[config.mk]
export PLATFORM = sky130hd
export DESIGN_NAME = crumb_collector
export DESIGN_NICKNAME = d
export VERILOG_FILES = /design/src/rtl/crumb_collector.sv
export SDC_FILE = /design/constraint.sdc
export NUM_CORES = 1
export LEC_CHECK = 0
export ABC_AREA = 1
export CORE_MARGIN = 3
export CORE_UTILIZATION = 35
export CTS_BUF_LIST = sky130_fd_sc_hd__clkbuf_16
export CTS_CLUSTER_SIZE = 14
export DETAILED_ROUTE_END_ITERATION = 10
export GPL_ROUTABILITY_DRIVEN = 1
export PLACE_DENSITY = 0.55
export SYNTH_ARGS = -nofsm -noshare
export SYNTH_HDL_FRONTEND = slang
export SYNTH_SLANG_ARGS = --single-unit
[constraint.sdc]
create_clock -name clk -period 2 [get_ports clk]
set_input_delay 0.4 -clock clk [delete_from_list [all_inputs] [get_ports clk]]
set_output_delay 0.4 -clock clk [all_outputs]
set_load 0.01 [all_outputs]
[src/rtl/crumb_collector.sv]
// crumb_collector
//   Downstream consumer of a crumb chain. It samples the chain's random bit
//   whenever the chain's toggled clock output changes level. The samples are
//   packed MSB-first into bytes, and each byte is queued in a small
//   first-word-fall-through FIFO that drains over a valid/ready handshake.
//
//   Optional feature macro: CRUMB_VN_DEBIAS_EN
//     When defined, von Neumann debiasing runs on the accepted samples
//     before packing. Pair 01 yields 0, pair 10 yields 1, and 00/11 yield
//     nothing.
//
// Parameters
//   DEPTH       FIFO depth in bytes (power of two, >= 2)
// Ports
//   clk         system clock, rising edge
//   rst_n       synchronous reset, active low
//   en          collector enable (gates sampling only)
//   crumb_clk   toggled clock of the last crumb stage, treated as data
//   crumb_en    enable output of the last crumb stage
//   crumb_bit   random bit of the last crumb stage
//   data_o      FIFO head byte, meaningful while valid_o is high
//   valid_o     FIFO non-empty
//   ready_i     consumer accepts data_o
//   fill_o      number of bytes currently held
//   overflow_o  sticky: a completed byte was dropped on a full FIFO

module crumb_collector #(
    parameter int DEPTH = 4
) (
    input  logic                       clk,
    input  logic                       rst_n,
    input  logic                       en,
    input  logic                       crumb_clk,
    input  logic                       crumb_en,
    input  logic                       crumb_bit,
    output logic [7:0]                 data_o,
    output logic                       valid_o,
    input  logic                       ready_i,
    output logic [$clog2(DEPTH):0]     fill_o,
    output logic                       overflow_o
);

    localparam int AW = $clog2(DEPTH);
    localparam int PW = AW + 1;

    logic          crumb_clk_q;
    logic          strobe;
    logic          bit_valid;
    logic          bit_val;
    logic [7:0]    sr;
    logic [2:0]    bit_cnt;
    logic [7:0]    mem [DEPTH];
    logic [PW-1:0] wr_ptr;
    logic [PW-1:0] rd_ptr;
    logic          full;
    logic          empty;
    logic          push;
    logic          pop;
    logic          do_write;
    logic [7:0]    push_byte;

    // The previous level of crumb_clk is tracked even while disabled.
    // Because of this, re-enabling never sees a stale level difference.
    always_ff @(posedge clk) begin
        if (!rst_n) begin
            crumb_clk_q <= 1'b0;
        end else begin
            crumb_clk_q <= crumb_clk;
        end
    end

    // Either toggle direction of crumb_clk counts as a new sample.
    assign strobe = (crumb_clk != crumb_clk_q) && crumb_en && en;

`ifdef CRUMB_VN_DEBIAS_EN
    logic pair_have;
    logic pair_a;

    // Accepted samples are grouped into pairs. The first sample of a pair is
    // stored. The second sample closes the pair. An unequal pair yields the
    // first sample of the pair.
    always_ff @(posedge clk) begin
        if (!rst_n) begin
            pair_have <= 1'b0;
            pair_a    <= 1'b0;
        end else if (strobe) begin
            if (!pair_have) begin
                pair_have <= 1'b1;
                pair_a    <= crumb_bit;
            end else begin
                pair_have <= 1'b0;
            end
        end
    end

    assign bit_valid = strobe && pair_have && (pair_a != crumb_bit);
    assign bit_val   = pair_a;
`else
    assign bit_valid = strobe;
    assign bit_val   = crumb_bit;
`endif

    // The packed byte includes the bit arriving this cycle. The push happens
    // on the same edge that accepts the eighth bit.
    assign push_byte = {sr[6:0], bit_val};
    assign push      = bit_valid && (bit_cnt == 3'd7);

    assign empty    = (wr_ptr == rd_ptr);
    assign full     = (wr_ptr[AW-1:0] == rd_ptr[AW-1:0]) && (wr_ptr[AW] != rd_ptr[AW]);
    assign valid_o  = !empty;
    assign pop      = valid_o && ready_i;
    // A full FIFO still takes a byte when the head leaves on the same edge.
    assign do_write = push && (!full || pop);
    assign fill_o   = wr_ptr - rd_ptr;
    assign data_o   = mem[rd_ptr[AW-1:0]];

    // Shift register and bit counter. The counter wraps naturally after the
    // eighth bit. Older bits left in sr are shifted out by the next byte.
    always_ff @(posedge clk) begin
        if (!rst_n) begin
            sr      <= 8'h00;
            bit_cnt <= 3'd0;
        end else if (bit_valid) begin
            sr      <= push_byte;
            bit_cnt <= bit_cnt + 3'd1;
        end
    end

    // FIFO storage, pointers and the sticky overflow flag. The storage is
    // cleared so that data_o reads 8'h00 straight out of reset.
    always_ff @(posedge clk) begin
        if (!rst_n) begin
            for (int i = 0; i < DEPTH; i++) begin
                mem[i] <= 8'h00;
            end
            wr_ptr     <= '0;
            rd_ptr     <= '0;
            overflow_o <= 1'b0;
        end else begin
            if (do_write) begin
                mem[wr_ptr[AW-1:0]] <= push_byte;
                wr_ptr              <= wr_ptr + PW'(1);
            end
            if (pop) begin
                rd_ptr <= rd_ptr + PW'(1);
            end
            if (push && !do_write) begin
                overflow_o <= 1'b1;
            end
        end
    end

endmodule

After elaboration in Yosys (flattened, before gate mapping)
Memory sizes are Yosys's and may differ from the RTL's. A register that Yosys moved wholly into a read port is not among the register bits.
Cells that the tools add are included.
- logic and storage cells: 37
- bits in writable memories: 32
- input bits: 7
- memories kept: 1
- register bits: 18
- memories (name ; words ; width ; rd ports ; clocked after Yosys merged registers in ; write ports ; RTL line ; source):
    mem ; 4 ; 8 ; 1 ; 1 ; 4 ; 52 ; logic [7:0] mem [DEPTH];
- eq/ne operators: 5
- $add $sub $neg: 4
- muxes and demuxes: 9
- reduce and logical (&&, ||, !) cells: 12
- operators with widths (cell ; count):
    adder 3 x 1 -> 3 bit, second input constant ; 3
    2-to-1 mux 8 bit ; 1
    OR reduction 8 bit ; 1
    logical AND 1 bit ; 7
    2-to-1 mux 2 bit ; 3
    2-to-1 mux 1 bit ; 5
    equality test 3 bit ; 1
    equality test 3 bit, second input constant ; 1
    zero test 1 bit ; 3
    subtractor 3 bit ; 1
    equality test 2 bit ; 1
    inequality test 1 bit ; 2
    logical OR 1 bit ; 1

Depth between registers and ports, before layout
- depth after elaboration: 10
- mapped depth: 10

Worst setup path after synthesis
Ideal clock, no wire load.
- path type: reg-to-reg
- from: register wr_ptr[0]
- to: memory mem[3][0], enable pin
- path slack: -83 ps
- required time: 1630 ps
- cell stages (with the launch flop): 8
- arrival time: 1713 ps
- setup time: 370 ps
- cells stage by stage: dfxtp_1 -> inv_1 -> ha_1 -> nand3_1 -> nor2_4 -> nor2_8 -> a21oi_1 -> nor2_1
- RTL lines (item ; RTL line ; source):
    from (decl) ; 53 ; logic [PW-1:0] wr_ptr;
    from (signal assigned) ; 142 ; wr_ptr <= wr_ptr + PW'(1);
    to (decl) ; 52 ;

Final worst setup path
- from: register wr_ptr[0]
- to: output fill_o[2]
- longest elaborated chain between the ends: 1
- RTL lines (item ; RTL line ; source):
    subtractor 3 bit ; 114 ; assign fill_o = wr_ptr - rd_ptr;
    to (decl) ; 39 ; output logic [$clog2(DEPTH):0] fill_o,
Every way passes these cells.

==> results.toml <==
[status]
status = "finished clean"

[finish]
nFillCells = 638
regArea_um2 = 1370
final_common_cell = "nor2_1"
post_route_cells_drive_above_1_share_pct = 19.4
final_util_pct = 46.2
area_delta_synth_final_pct = 25.4
final_nets = 301
num_antenna_cells = 0
layout_common_cells = "nor2_1, edfxtp_1, nand2_1, o21ai_0, inv_1"
multi_input_area_um2 = 892

[clock_network]
cts_buffer_depth = 2
cts_tree = "yes"
path_clk_slew_ns = 0.07
postCtsHoldBufs = 0
cts-root-buf = "clkbuf_16"
worstSkewPairLatency_ns = 0.29
cts_max_level = 2
numCtsBuffers = 5
cts_sinks = 52

[floorplan]
std_cell_rows = 29
die_x_um = 88.7
fp.dieH_um = 88.7
boundaryPins = 20
core_um2 = 6490
initial_utilization_pct = 36.8
die_area_um2 = 7860

[synthesis]
yosysTopAreaCell = "edfxtp_1"
synth-main-ff-cell = "edfxtp_1"
synth_edf_count = 32
synth_top_area_share_pct = 40.2
synthCells = 246
synth_nets = 260
synth_cell_types = 22
async_reset_ff_share_pct = 0
synth-seq-cells = 52
yosysSeqAreaShare_pct = 56.9
ys_top_cells_by_area = "edfxtp_1, dfxtp_1, nor2_1, o21ai_0, nand2_1"
yosys_warnings = 0
postSynthAreaPerCell_um2 = 9.72
syn-cell-area_um2 = 2390

[sta]
rsz0062_at_grt = "false"
fin_crit_ns = 1.91
slew_violations = 0
hold_viol_final = 0
fin_ws_ns = 0.0882
fin_skew_ns = 0.00529
finalSetupViolCount = 0
slew_headroom_pct = 84.6
finalCritPeriodShare_pct = 95.6
tightest_slew_ns = 0.231
fmax_ghz = 0.523
setup_tns_ns = 0

[global_routing]
grt_pass1_wl_mm = 7.83
grt_busiest_layer = "met2"
antenna_found_initial = 0
grt_max_degree = 22
use_met1_pct = 18.0
grt_pass1_vias = 1563
grt_usage_pct = 13.3
met2_usage_pct = 21.2
overflow = 0
grtUsageMet3_pct = 3.07

[drt]
viasPerCell = 4.68
routed-via-count = 1709
wl_per_cell_um = 12.9
finalWirelength_mm = 4.71
ant_nets = 0
drc = 0
drtPass1Iterations = 5
drt-initial-drc-count = 100

[pwr]
clock_power_share_pct = 35.8
switching_share_pct = 24.2
power_mw = 2.33
power_density_nw_per_um2 = 777
p_int_mw = 1.77
worst_ir_drop_vdd_uv = 295
p_leak_nw = 1.24
switchingPower_uw = 564
combPwrFrac_pct = 12.6
p_seq_share_pct = 51.6

[run]
maxCapViolCount = 0

[placement]
pre_cts_ws_ns = -0.0560
port_buffers = 19
place.gp.congestion = 0.743
dp_hpwl_mm = 3.45

[setup_path]
end_kind = "primary output"
start_kind = "flop"
crit_type = "flop to primary output"
cp.arrival_ns = 1.51
crit_fanout = 2
critPathRequiredTime_ns = 1.60

[hold_path]
hp-class = "flop to flop"
-- final cells by class --
class / instances / share of cell area (%)
repair buffers: 39 / 12.8
multi-input cells: 161 / 29.7
clock inverters: 3 / 0.626
repair inverters: 1 / 0.250
flip-flops and latches: 52 / 45.7
clock buffers: 5 / 4.17
well taps: 77 / 3.21
inverters: 27 / 3.50
-- per-stage QoR --
| stage | cell area, um^2 | cells | hold slack [ns] |
|---|---|---|---|
| 3_5_place_dp | 2850 | 356 | 0.452 |
| 4_1_cts | 3000 | 365 | 0.462 |
| 6_report | 3000 | 365 | 0.460 |
| 5_1_grt | 3000 | 365 | 0.484 |
| 2_1_floorplan | 2390 | 246 | 0.428 |
| 3_3_place_gp | 2850 | 356 | 0.448 |
-- sequential cells by signal, summed over array words and instances (netlist names), named ones only --
signal,cells
bit_cnt,3
crumb_clk_q,1
mem,32
overflow_o,1
rd_ptr,3
sr,7
wr_ptr,3
-- worst paths after layout --
path	end	start	slack [ns]	cells past startpoint
worst max-delay path	fill_o[2]	wr_ptr[0]	0.09	5
worst min-delay path	bit_cnt[0]	bit_cnt[0]	0.46	1
worst max register to register	mem[3][4]	wr_ptr[1]	0.20	8
worst min register to register	bit_cnt[0]	bit_cnt[0]	0.46	1
-- layer usage --
| layer | wire length [um] | part of all wire, % | vias up |
|---|---|---|---|
| met1 | 2290 | 49 | 779 |
| li1 | - | - | 898 |
| met4 | 61 | 1.3 | 0 |
| met5 | 0 | 0 | - |
| met2 | 2220 | 47 | 26 |
| met3 | 136 | 2.9 | 6 |
-- what timing repair did --
| action | 4_1_cts | 5_1_grt |
|---|---|---|
| cloned | 1 | 0 |
| setup endpoints to repair | 12 | 4 |
| resized for setup | 25 | 5 |
| setup buffers | 0 | 0 |
-- power groups by stage --
stage	Sequential, mW	Clock [mW]	Combinational, mW
after floorplan	1.22	0	0.170
after global placement	1.22	0	0.317
after detailed placement	1.22	0	0.323
after CTS	1.20	0.861	0.299
after global routing	1.21	0.896	0.332
final	1.20	0.835	0.293
-- logic make-up (layout without fill, tap and decap cells) --
kind of cell	Yosys count	after routing	synth area share (%)
compound gates	48	48	10.5
xor+xnor	3	3	1.10
fa+ha+maj	7	7	3.97
buf+inv	33	75	6.01
flops	52	52	56.9
simple gates	103	103	21.5
-- Yosys cell counts (4+ instances only) --
cell type / count
nor2_1: 61
nand2_2: 4
o22ai_1: 8
buf_2: 4
edfxtp_1: 32
nand2_1: 28
ha_1: 6
nand4_4: 4
inv_1: 24
a21oi_1: 12
dfxtp_1: 20
o21ai_0: 26
-- worst max-delay path, stage by stage (launching register included) --
cell,delay [ns]
dfxtp_2,0.32
inv_1,0.05
ha_2,0.18
fa_1,0.37
xor2_1,0.16
buf_2,0.14
Note: power is estimated with default switching activity, not from simulation.
